File: src/rtl/membus_arbiter_if.sv
// Client and memory-side bus bundle for membus_arbiter.
// The c_lock signal exists only when MEMBUS_LOCK_EN is defined.
interface membus_arbiter_if #(
   parameter int NUM_CLIENTS = 4,
   parameter int ADDR_WIDTH  = 12,
   parameter int DATA_WIDTH  = 8
);
   logic [NUM_CLIENTS-1:0]            c_req;
   logic [NUM_CLIENTS-1:0]            c_we;
   logic [NUM_CLIENTS*ADDR_WIDTH-1:0] c_addr;
   logic [NUM_CLIENTS*DATA_WIDTH-1:0] c_w_data;
   logic [NUM_CLIENTS-1:0]            c_gnt;
   logic [NUM_CLIENTS-1:0]            c_r_valid;
   logic [DATA_WIDTH-1:0]             c_r_data;
`ifdef MEMBUS_LOCK_EN
   logic [NUM_CLIENTS-1:0]            c_lock;
`endif
   logic [ADDR_WIDTH-1:0]             mem_addr;
   logic [DATA_WIDTH-1:0]             mem_w_data;
   logic                              mem_we;
   logic [DATA_WIDTH-1:0]             mem_r_data;

   modport master (
`ifdef MEMBUS_LOCK_EN
      output c_lock,
`endif
      output c_req, c_we, c_addr, c_w_data, mem_r_data,
      input  c_gnt, c_r_valid, c_r_data, mem_addr, mem_w_data, mem_we
   );

   modport slave (
`ifdef MEMBUS_LOCK_EN
      input  c_lock,
`endif
      input  c_req, c_we, c_addr, c_w_data, mem_r_data,
      output c_gnt, c_r_valid, c_r_data, mem_addr, mem_w_data, mem_we
   );
endinterface

File: src/rtl/membus_arbiter.sv
// Round-robin arbiter of NUM_CLIENTS clients onto one synchronous memory port.
// Optional bus lock is compiled in with MEMBUS_LOCK_EN.
//
// Lock FSM (MEMBUS_LOCK_EN only)
//   state  | meaning
//   ARB    | round-robin arbitration among all requesters
//   LOCKED | only the lock owner may be granted; priority pointer frozen
module membus_arbiter #(
   parameter int NUM_CLIENTS  = 4,
   parameter int ADDR_WIDTH   = 12,
   parameter int DATA_WIDTH   = 8,
   parameter int READ_LATENCY = 1
) (
   input logic             clk,
   input logic             rst_n,
   membus_arbiter_if.slave bus
);
   localparam int PTR_W = (NUM_CLIENTS > 1) ? $clog2(NUM_CLIENTS) : 1;

   logic [PTR_W-1:0]       ptr;
   logic [PTR_W-1:0]       ptr_nxt;
   logic [NUM_CLIENTS-1:0] req_eff;
   logic [NUM_CLIENTS-1:0] gnt;
   logic [PTR_W-1:0]       gnt_idx;
   logic                   gnt_any;
   logic [PTR_W:0]         scan;
   logic                   ptr_hold;
   logic [PTR_W-1:0]       sel;
   logic [NUM_CLIENTS-1:0] rd_pipe [READ_LATENCY];

`ifdef MEMBUS_LOCK_EN
   typedef enum logic {ARB, LOCKED} lock_state_t;

   lock_state_t      lock_state;
   logic [PTR_W-1:0] owner;

   always_ff @(posedge clk or negedge rst_n) begin
      if (!rst_n) begin
         lock_state <= ARB;
         owner      <= '0;
      end else begin
         case (lock_state)
            ARB: begin
               if (gnt_any && bus.c_lock[gnt_idx]) begin
                  lock_state <= LOCKED;
                  owner      <= gnt_idx;
               end
            end
            LOCKED: begin
               if (!bus.c_lock[owner]) lock_state <= ARB;
            end
            default: lock_state <= ARB;
         endcase
      end
   end

   assign req_eff  = (lock_state == LOCKED) ? (bus.c_req & (NUM_CLIENTS'(1) << owner)) : bus.c_req;
   assign ptr_hold = (lock_state == LOCKED);
`else
   assign req_eff  = bus.c_req;
   assign ptr_hold = 1'b0;
`endif

   always_comb begin
      gnt     = '0;
      gnt_idx = '0;
      gnt_any = 1'b0;
      scan    = '0;
      for (int i = 0; i < NUM_CLIENTS; i++) begin
         scan = {1'b0, ptr} + (PTR_W+1)'(i);
         if (scan >= (PTR_W+1)'(NUM_CLIENTS)) scan = scan - (PTR_W+1)'(NUM_CLIENTS);
         if (!gnt_any && req_eff[scan[PTR_W-1:0]]) begin
            gnt_any = 1'b1;
            gnt_idx = scan[PTR_W-1:0];
         end
      end
      // grants stay masked during reset even if clients hold c_req
      if (!rst_n) gnt_any = 1'b0;
      if (gnt_any) gnt[gnt_idx] = 1'b1;
   end

   assign ptr_nxt = (gnt_idx == PTR_W'(NUM_CLIENTS - 1)) ? '0 : gnt_idx + PTR_W'(1);

   always_ff @(posedge clk or negedge rst_n) begin
      if (!rst_n) begin
         ptr <= '0;
      end else if (gnt_any && !ptr_hold) begin
         ptr <= ptr_nxt;
      end
   end

   assign sel            = gnt_any ? gnt_idx : '0;
   assign bus.c_gnt      = gnt;
   assign bus.mem_we     = gnt_any & bus.c_we[gnt_idx];
   assign bus.mem_addr   = bus.c_addr[sel*ADDR_WIDTH +: ADDR_WIDTH];
   assign bus.mem_w_data = bus.c_w_data[sel*DATA_WIDTH +: DATA_WIDTH];

   // one-hot read tags travel alongside the memory's read latency
   always_ff @(posedge clk or negedge rst_n) begin
      if (!rst_n) begin
         for (int s = 0; s < READ_LATENCY; s++) rd_pipe[s] <= '0;
      end else begin
         rd_pipe[0] <= gnt & ~bus.c_we;
         for (int s = 1; s < READ_LATENCY; s++) rd_pipe[s] <= rd_pipe[s-1];
      end
   end

   assign bus.c_r_valid = rd_pipe[READ_LATENCY-1];
   assign bus.c_r_data  = bus.mem_r_data;
endmodule
File: src/flat_wrapper.sv
// flat-port wrapper written by rule: the top's interface ports become plain ports
module membus_arbiter_flat 
#(
   parameter int NUM_CLIENTS  = 4,
   parameter int ADDR_WIDTH   = 12,
   parameter int DATA_WIDTH   = 8,
   parameter int READ_LATENCY = 1
)
  (clk, rst_n, bus_c_req, bus_c_we, bus_c_addr, bus_c_w_data, bus_mem_r_data, bus_c_gnt, bus_c_r_valid, bus_c_r_data, bus_mem_addr, bus_mem_w_data, bus_mem_we);
  membus_arbiter_if #(.NUM_CLIENTS(NUM_CLIENTS), .ADDR_WIDTH(ADDR_WIDTH), .DATA_WIDTH(DATA_WIDTH)) bus_i ();
  input logic clk;
  input logic rst_n;
  input wire logic [$bits(bus_i.c_req)-1:0] bus_c_req;
  input wire logic [$bits(bus_i.c_we)-1:0] bus_c_we;
  input wire logic [$bits(bus_i.c_addr)-1:0] bus_c_addr;
  input wire logic [$bits(bus_i.c_w_data)-1:0] bus_c_w_data;
  input wire logic [$bits(bus_i.mem_r_data)-1:0] bus_mem_r_data;
  output wire logic [$bits(bus_i.c_gnt)-1:0] bus_c_gnt;
  output wire logic [$bits(bus_i.c_r_valid)-1:0] bus_c_r_valid;
  output wire logic [$bits(bus_i.c_r_data)-1:0] bus_c_r_data;
  output wire logic [$bits(bus_i.mem_addr)-1:0] bus_mem_addr;
  output wire logic [$bits(bus_i.mem_w_data)-1:0] bus_mem_w_data;
  output wire logic [$bits(bus_i.mem_we)-1:0] bus_mem_we;
  assign bus_i.c_req = bus_c_req;
  assign bus_i.c_we = bus_c_we;
  assign bus_i.c_addr = bus_c_addr;
  assign bus_i.c_w_data = bus_c_w_data;
  assign bus_i.mem_r_data = bus_mem_r_data;
  assign bus_c_gnt = bus_i.c_gnt;
  assign bus_c_r_valid = bus_i.c_r_valid;
  assign bus_c_r_data = bus_i.c_r_data;
  assign bus_mem_addr = bus_i.mem_addr;
  assign bus_mem_w_data = bus_i.mem_w_data;
  assign bus_mem_we = bus_i.mem_we;
  membus_arbiter #(.NUM_CLIENTS(NUM_CLIENTS), .ADDR_WIDTH(ADDR_WIDTH), .DATA_WIDTH(DATA_WIDTH), .READ_LATENCY(READ_LATENCY)) u_core (.clk(clk), .rst_n(rst_n), .bus(bus_i));
endmodule
File: config.mk
export PLATFORM = sky130hd
export DESIGN_NAME = membus_arbiter_flat
export DESIGN_NICKNAME = d
export VERILOG_FILES = /design/src/rtl/membus_arbiter_if.sv /design/src/rtl/membus_arbiter.sv /design/src/flat_wrapper.sv
export SDC_FILE = /design/constraint.sdc
export NUM_CORES = 1
export LEC_CHECK = 0
export ABC_CLOCK_PERIOD_IN_PS = 5300
export CAP_MARGIN = 30
export CORE_MARGIN = 2
export CORE_UTILIZATION = 29
export DETAILED_ROUTE_END_ITERATION = 8
export PLACE_DENSITY = 0.82
export SYNTH_ARGS = -nofsm -noshare
export SYNTH_HDL_FRONTEND = slang
export SYNTH_SLANG_ARGS = --single-unit
File: constraint.sdc
create_clock -name clk -period 5.3 [get_ports clk]
set_input_delay 1.59 -clock clk [delete_from_list [all_inputs] [get_ports clk]]
set_output_delay 1.59 -clock clk [all_outputs]
set_load 0.1 [all_outputs]
# Word level (Yosys, flattened, before mapping)
# Index checks and enable logic that the tools add are counted.
totals:
  register_bits: 6
  in_bits: 98
  output_inout_bits: 37
  wordCells: 62
classes:
  n_addsub: 8
  mul: 1
  magnitude_cmp: 10
  eq_ne: 1
  shift: 2
  n_mux: 28
  n_bitwise: 3
  n_reduce_logical: 7
op_table:
  columns: ["op", "n"]
  rows:
  - ["48-bit by 7-bit variable part select with 12-bit output", 1]
  - ["32-bit by 6-bit variable part select with 8-bit output", 1]
  - ["2-bit 2-to-1 mux", 10]
  - ["2-bit by 3-bit less-than comparator with 1-bit output (second input constant)", 5]
  - ["1-bit 2-to-1 mux", 11]
  - ["1-bit binary-select mux with 2-bit select", 5]
  - ["3-bit >= comparator (second input constant)", 3]
  - ["2-bit by 1-bit subtractor with 2-bit output (second input constant)", 4]
  - ["2-bit by 2-bit adder with 3-bit output (second input constant)", 2]
  - ["4-bit AND", 1]
  - ["1-bit logical AND", 4]
  - ["2-bit by 2-bit multiplier with 4-bit output (second input constant)", 1]
  - ["4-bit 2-to-1 mux", 1]
  - ["4-bit inverter", 1]
  - ["2-bit by 1-bit adder with 3-bit output (second input constant)", 1]
  - ["2-bit by 3-bit >= comparator with 1-bit output (second input constant)", 1]
  - ["1-bit logical NOT", 3]
  - ["2-bit by 1-bit adder with 2-bit output (second input constant)", 1]
  - ["1-bit demux with 2-bit select", 1]
  - ["2-bit equality test (second input constant)", 1]
  - ["2-bit by 1-bit >= comparator with 1-bit output (second input constant)", 1]
  - ["1-bit AND", 1]

# Logic depth before layout (Yosys ltp)
# Gate-level depths: netlist of run 1.
logic_depth:
  word_depth: 20
  mapped_depth: 7
  mapped_depth_nobuf: 7

# Least setup slack after synthesis of run 1
# No wires, ideal clock.
synth_path:
  kind: "input to output"
  from: "input bus_c_req[0]"
  to: "output bus_mem_addr[0]"
  arrival_ps: 4202
  required_ps: 3710
  path_slack_ps: -492
  path_stages: 6
  path_cell_list: "nor2b_4 -> a211o_1 -> a211oi_4 -> buf_6 -> mux2i_1 -> mux2i_1"
synth_between:
  elab_chain_len: 16
  elab_cells_between_ends: 26
synth_rtl:
  columns: ["element", "line_no", "text"]
  rows:
  - ["start, declared", "flat_wrapper.sv:13", "input wire logic [$bits(bus_i.c_req)-1:0] bus_c_req;"]
  - ["1-bit binary-select mux with 2-bit select", "membus_arbiter.sv:72", "if (!gnt_any && req_eff[scan[PTR_W-1:0]]) begin"]
  - ["1-bit 2-to-1 mux (implied by the code)", "membus_arbiter.sv:72", null]
  - ["1-bit 2-to-1 mux", "membus_arbiter.sv:72", null]
  - ["1-bit logical NOT", "membus_arbiter.sv:72", null]
  - ["1-bit logical AND", "membus_arbiter.sv:72", null]
  - ["1-bit 2-to-1 mux", "membus_arbiter.sv:72", null]
  - ["1-bit logical NOT", "membus_arbiter.sv:72", null]
  - ["1-bit logical AND", "membus_arbiter.sv:72", null]
  - ["1-bit 2-to-1 mux", "membus_arbiter.sv:72", null]
  - ["1-bit logical NOT", "membus_arbiter.sv:72", null]
  - ["1-bit logical AND", "membus_arbiter.sv:72", null]
  - ["1-bit 2-to-1 mux", "membus_arbiter.sv:72", null]
  - ["1-bit 2-to-1 mux", "membus_arbiter.sv:78", "if (!rst_n) gnt_any = 1'b0;"]
  - ["2-bit 2-to-1 mux *", "membus_arbiter.sv:92", "assign sel = gnt_any ? gnt_idx : '0;"]
  - ["2-bit by 2-bit multiplier with 4-bit output *", "membus_arbiter.sv:95", "assign bus.mem_addr = bus.c_addr[sel*ADDR_WIDTH +: ADDR_WIDTH];"]
  - ["48-bit by 7-bit variable part select with 12-bit output *", "membus_arbiter.sv:95", null]
  - ["end, declared", "flat_wrapper.sv:21", "output wire logic [$bits(bus_i.mem_addr)-1:0] bus_mem_addr;"]
# Mark *: on every way between the ends. The rest lies on a longest branch, timed or not. The select of a mux whose other input is x is not followed.

# Worst setup path in the final report of run 1
layout_path:
  from: "input bus_c_req[3]"
  to: "output bus_mem_addr[2]"
# Same word-level chain as after synthesis.

==> results of run 1 <==
-- power by group through the flow --
| stage | logic, mW | clock network [mW] | registers [mW] |
|---|---|---|---|
| after floorplan | 0.609 | 0 | 0.0874 |
| after global placement | 0.936 | 0 | 0.0655 |
| after detailed placement | 0.946 | 0 | 0.0665 |
| after CTS | 0.949 | 0.0695 | 0.0655 |
| after global routing | 1.03 | 0.0738 | 0.0675 |
| final | 0.995 | 0.0683 | 0.0667 |
-- state kept, by name, summed over array words and instances, names as in the netlist --
register / count
u_core.bus.c_r_valid: 4
u_core.ptr: 2
-- how the worst max path moves through the flow --
| stage | startpoint | endpoint | depth (start not counted) |
|---|---|---|---|
| 4_1_cts | bus_c_req[0] | bus_mem_addr[6] | 8 |
| 6_report | bus_c_req[3] | bus_mem_addr[2] | 8 |
| 3_5_place_dp | bus_c_req[0] | bus_mem_addr[9] | 8 |
| 2_1_floorplan | bus_c_req[0] | bus_mem_addr[0] | 6 |
| 3_3_place_gp | bus_c_req[0] | bus_mem_addr[4] | 8 |
| 5_1_grt | bus_c_req[3] | bus_mem_addr[2] | 8 |
-- layout by cell type (no fill, tap or decap), types with 2 or more instances in the layout --
cell type and instances:
buf_12 27, nand2_1 3, inv_1 6, nor2_1 4, and2_1 5, buf_4 7, clkbuf_16 3, dlymetal6s2s_1 2
nor2b_1 4, clkbuf_8 3, ha_1 4, mux2i_2 31, clkdlybuf4s50_1 91, a21oi_1 2, dfrtp_1 6, mux2i_1 28
-- repair_timing --
action,CTS,global route
cloned,0,3
setup endpoints to repair,1,17
gates resized for setup,1,15
buffers inserted,0,1
pin swaps,0,1
-- critical path, cell delays in order --
cell             delay [ns]
clkdlybuf4s50_1        0.49
o41ai_2                0.55
a211oi_4               0.05
buf_6                  0.17
clkbuf_16              0.17
mux2i_4                0.19
mux2i_2                0.22
buf_12                 0.21
-- cell type report --
cell class / count / area (µm²)
clock buffers: 3 / 41.3
fillers: 242 / 833
well taps: 48 / 60.1
inverters: 6 / 22.5
repair buffers: 131 / 1620
flip-flops and latches: 6 / 150
multi-input cells: 92 / 993
-- logic make-up after synthesis --
kind of cell / Yosys count
AND/OR/NAND/NOR: 18
adder cells (fa/ha/maj): 4
multiplexers: 61
buffers and inverters: 20
AO/OA/AOI/OAI: 9
flip-flops: 6
-- stage by stage --
step | cells | hold WS [ns] | power [mW]
final | 286 | 0.570 | 1.13
after global routing | 286 | 0.583 | 1.17
after CTS | 282 | 0.561 | 1.08
after detailed placement | 279 | 0.557 | 1.01
after global placement | 279 | 0.549 | 1.00
after floorplan | 118 | 0.507 | 0.696
-- metal layers --
| metal | part of all wire (%) | global-route usage [%] | vias up | routed length, µm |
|---|---|---|---|---|
| met1 | 36 | 18.5 | 619 | 1630 |
| met5 | 0 | 0 | - | 0 |
| met3 | 8.5 | 5.24 | 4 | 388 |
| li1 | - | - | 660 | - |
| met4 | 0.44 | 3.32 | 0 | 20 |
| met2 | 55 | 34.0 | 74 | 2520 |
==> run summary, run 1 <==
Crit path DAT: 3.63 ns
Outcome: completed
All-Layer GR Usage: 17.5%
Post-synthesis cell area: 0.00114 mm²
Hold-fix buffers, CTS: 0
Post-Syn Instances: 118
PnR worst setup slack: 0.0768 ns
Pre-CTS WS: 0.00722 ns
F_max: 191 MHz
DRT Pass-1 Iters: 4
Vias in the first global route: 1,404
Compound-Gate Fraction of Synth Area: 7.32%
R2R Path Start: u_core.ptr[0]
Fin Setup TNS: 0 ns
H-tree depth: 1
Die area: 0.00447 mm²
CP Class: input port to output port
Largest family of logic cells by synthesized area: multiplexers
Flop2flop setup slack: 3.43 ns
DR DRC count: 0
Area Overhead vs Synth: 152%
Top_reg_cell synth: dfrtp_1
Remaining antenna violation count: 0
Slew @ Worst Pin: 0.977 ns
CP endpoint kind: output port
Leak: 1.17 nW
Post-synthesis adder-cell area fraction: 4.37%
Global placement routability congestion: 0.753
Synth Warn #: 0
Clk sinks: 6
Synth top area share: 52.5%
Switch share: 53.7%
Sequential area share after synthesis: 13.1%
Pin count of the biggest net entering global routing: 25
CTS tree: done
Die span in y: 66.8 µm
Max-cap violation count: 0
Clk_skew: 0.00125 ns
EDFF count, synth: 0
Post-synthesis mux area share: 54.4%
NumNets Final: 342
I/O pin total: 135
Cell Int Power: 0.523 mW
Row Count: 22
Root Buffer: clkbuf_8
Hold WC Path Type: register to register
Critical Path Source Type: input port
Final Cycle Share: 98.6%
Die W: 66.8 µm
Clk network pwr share: 6.0%
IO buf count: 118
Net Switching: 0.607 mW
Post-layout util: 77.6%
Fin. max-slew vios: 0
CP required: 3.71 ns
Design Area, Final: 0.00288 mm²
Syn Nets: 220
Global-route wire length before repair: 6.09 mm
Hold Path Sink: u_core.ptr[1]
Post-synth top cells: mux2i_1, buf_4, dfrtp_1, inv_1
Register bit total from synthesis: 6
Syn_area_per_cell: 9.70 µm²
Minimum clock period: 5.22 ns
Min-delay src: u_core.ptr[1]
CTS Buf Count: 3
Simple-gate share of the synthesized area: 8.74%
Clock Latency Late Sink: 0.22 ns
Core ar.: 0.00372 mm²
Synth Area in XOR/XNOR: 0%
Worst reg-to-reg path cell count: 7
Max_slew headroom: 34.7%
Setup-failing EPs final: 0
Layout cells sized above 1: 32.8%
Via count: 1,357
Synth cell types: 21
Max IR drop VDD: 0.000198 V
Vias/cell: 4.74
Top-count cell post-synth: mux2i_1
Clock transition at path regs: 0.03 ns
Comb power frac: 88.1%
Critical path fanouts, max: 6
Power per cell area: 392 mW/mm²
Asr flop ratio synth: 100%
Antenna Diode Count: 0
Top cells by area, synth: mux2i_1, dfrtp_1, buf_4
Clock buffer depth: 2
DP Area: 0.00270 mm²
Initial core utilization: 30.8%
Total Wirelength: 4.56 mm
GRT overflow: 0
Register share of total power: 5.9%
Hold path cells: 2
Final hold viol count: 0
Drt initial violations: 52
Synth area leader: mux2i_1
R2R Path End: u_core.bus.c_r_valid[2]
Per-cell routed wire length: 15.9 µm
Hpwl dp: 3.58 mm
Initial antenna violation count: 0
Unrepaired setup endpoints after global routing: false
Power figures use the tool's default switching activity.
==> inputs of run 2 (changes only) <==
- SETUP_SLACK_MARGIN: default -> 0.4
==> run summary, run 2 (synthesized netlist as in run 1, its figures left out) <==
R2R Path Start: u_core.ptr[0]
IO buf count: 118
Die W: 66.8 µm
F_max: 197 MHz
Worst reg-to-reg path cell count: 7
DR DRC count: 0
Max-cap violation count: 0
Power per cell area: 397 mW/mm²
Final cell count without fillers: 294
PnR worst setup slack: 0.212 ns
Max IR drop VDD: 0.000275 V
Cell Int Power: 0.654 mW
Per-cell routed wire length: 30.8 µm
Minimum clock period: 5.09 ns
Hold WC Path Type: register to register
CP required: 3.71 ns
Min-delay src: u_core.ptr[1]
CP endpoint kind: output port
Global-route wire length before repair: 10.7 mm
Total Wirelength: 9.06 mm
DRT Pass-1 Iters: 4
CTS tree: done
Row Count: 22
Design Power: 1.42 mW
Critical Path, Cell by Cell: buf_8 -> nor2b_4 -> a211o_1 -> a211oi_4 -> buf_4 -> buf_8 -> buf_16 -> mux2i_2 -> mux2i_4 -> buf_12
Die span in y: 66.8 µm
Layout cells sized above 1: 49.2%
Root Buffer: clkbuf_8
Net Switching: 0.761 mW
Most common cell after layout, fill and taps aside: clkdlybuf4s50_1
Switch share: 53.8%
Register share of total power: 5.3%
Design Area, Final: 0.00357 mm²
Crit path DAT: 3.50 ns
Pre-CTS WS: -0.103 ns
I/O pin total: 135
Hold path cells: 2
Clk_skew: 0.00823 ns
All-Layer GR Usage: 34.3%
Drt initial violations: 121
Final hold viol count: 0
Remaining antenna violation count: 0
Leak: 1.26 nW
NumNets Final: 348
Hold-fix buffers, CTS: 0
Initial core utilization: 30.8%
Initial antenna violation count: 1
Outcome: completed
Filler cells: 59
Via count: 1,671
Clk network pwr share: 5.4%
Final Cycle Share: 96.0%
Clock buffer depth: 2
CTS Buf Count: 3
Pin count of the biggest net entering global routing: 14
H-tree depth: 1
Fin. max-slew vios: 0
Max FFs per register: 4
Largest stage delay, worst path: 0.34 ns
Setup-failing EPs final: 0
Clock Latency Late Sink: 0.24 ns
Total placed cells including tap cells: 279
Unrepaired setup endpoints after global routing: true
Die area: 0.00447 mm²
CP most frequent cell: buf_8
DP Area: 0.00287 mm²
Comb power frac: 89.3%
Flop2flop setup slack: 2.98 ns
R2R Path End: u_core.bus.c_r_valid[0]
Vias in the first global route: 1,921
Critical Path Source Type: input port
Most frequent cells in the layout: clkdlybuf4s50_1, mux2i_4, buf_12, buf_4, dfrtp_1
Clock transition at path regs: 0.05 ns
Hold Path Sink: u_core.ptr[1]
Vias/cell: 5.68
CP top delay family: buffers and inverters
Core ar.: 0.00372 mm²
WP buf/inv: 5
CP Class: input port to output port
Area Overhead vs Synth: 212%
GRT overflow: 0
Hpwl dp: 4.07 mm
Global placement routability congestion: 0.742
Critical path's slowest cell: mux2i_2
Max_slew headroom: 30.4%
Clk sinks: 6
Critical path fanouts, max: 8
Slew @ Worst Pin: 1.04 ns
-- run 2: layer usage --
| metal | GRT usage, % | share of wire (%) |
|---|---|---|
| met1 | 30.8 | 31 |
| met2 | 67.1 | 52 |
| met3 | 9.29 | 9.4 |
| met4 | 20.2 | 7.1 |
| met5 | 0 | 0 |
-- run 2: worst max-delay path by stage --
stage / start / to / slack (ns) / cells past startpoint
final: bus_c_req[0] / bus_mem_w_data[4] / 0.21 / 10
after global routing: bus_c_req[0] / bus_mem_w_data[1] / 0.20 / 9
after CTS: bus_c_req[0] / bus_mem_addr[5] / 0.40 / 10
after detailed placement: bus_c_req[1] / bus_mem_addr[5] / -0.10 / 8
after global placement: bus_c_req[1] / bus_mem_addr[4] / -0.0002 / 8
after floorplan: bus_c_req[0] / bus_mem_addr[11] / 0.40 / 6
-- run 2: final cells by class --
class                      count  area [µm²]  area share (%)
sequential                     6         150            4.21
inverter                       6        22.5           0.631
timing repair buffer         137        1680            47.2
multi-input combinational     92        1610            45.0
tap                           48        60.1            1.68
antenna                        2        5.00           0.140
clock buffer                   3        41.3            1.16
-- run 2: tightest hold or removal path, stage by stage (launching register included) --
cell and delay, ns:
dfrtp_1 0.49, nand2_1 0.16, nand2_1 0.08
-- run 2: per-stage QoR --
stage | util, % | hold WS, ns | setup TNS, ns
floorplan | - | 0.507 | 0
global placement | 77.3 | 0.542 | -0.000237
detailed placement | 77.3 | 0.560 | -0.915
CTS | 91.1 | 0.641 | 0
global route | 96.0 | 0.792 | 0
finish | 96.0 | 0.776 | 0
-- run 2: repair_timing --
| item | 4_1_cts | 5_1_grt |
|---|---|---|
| setup buffers | 5 | 2 |
| setup endpoints to repair | 25 | 23 |
| gates resized for setup | 85 | 25 |
| gates cloned | 3 | 0 |
| pin swaps | 4 | 1 |
-- run 2: power by group through the flow --
stage | registers [mW] | clock network, mW | logic (mW)
global route | 0.0746 | 0.0810 | 1.29
detailed placement | 0.0663 | 0 | 1.01
CTS | 0.0686 | 0.0688 | 1.17
finish | 0.0750 | 0.0762 | 1.26
floorplan | 0.0874 | 0 | 0.672
global placement | 0.0657 | 0 | 0.992
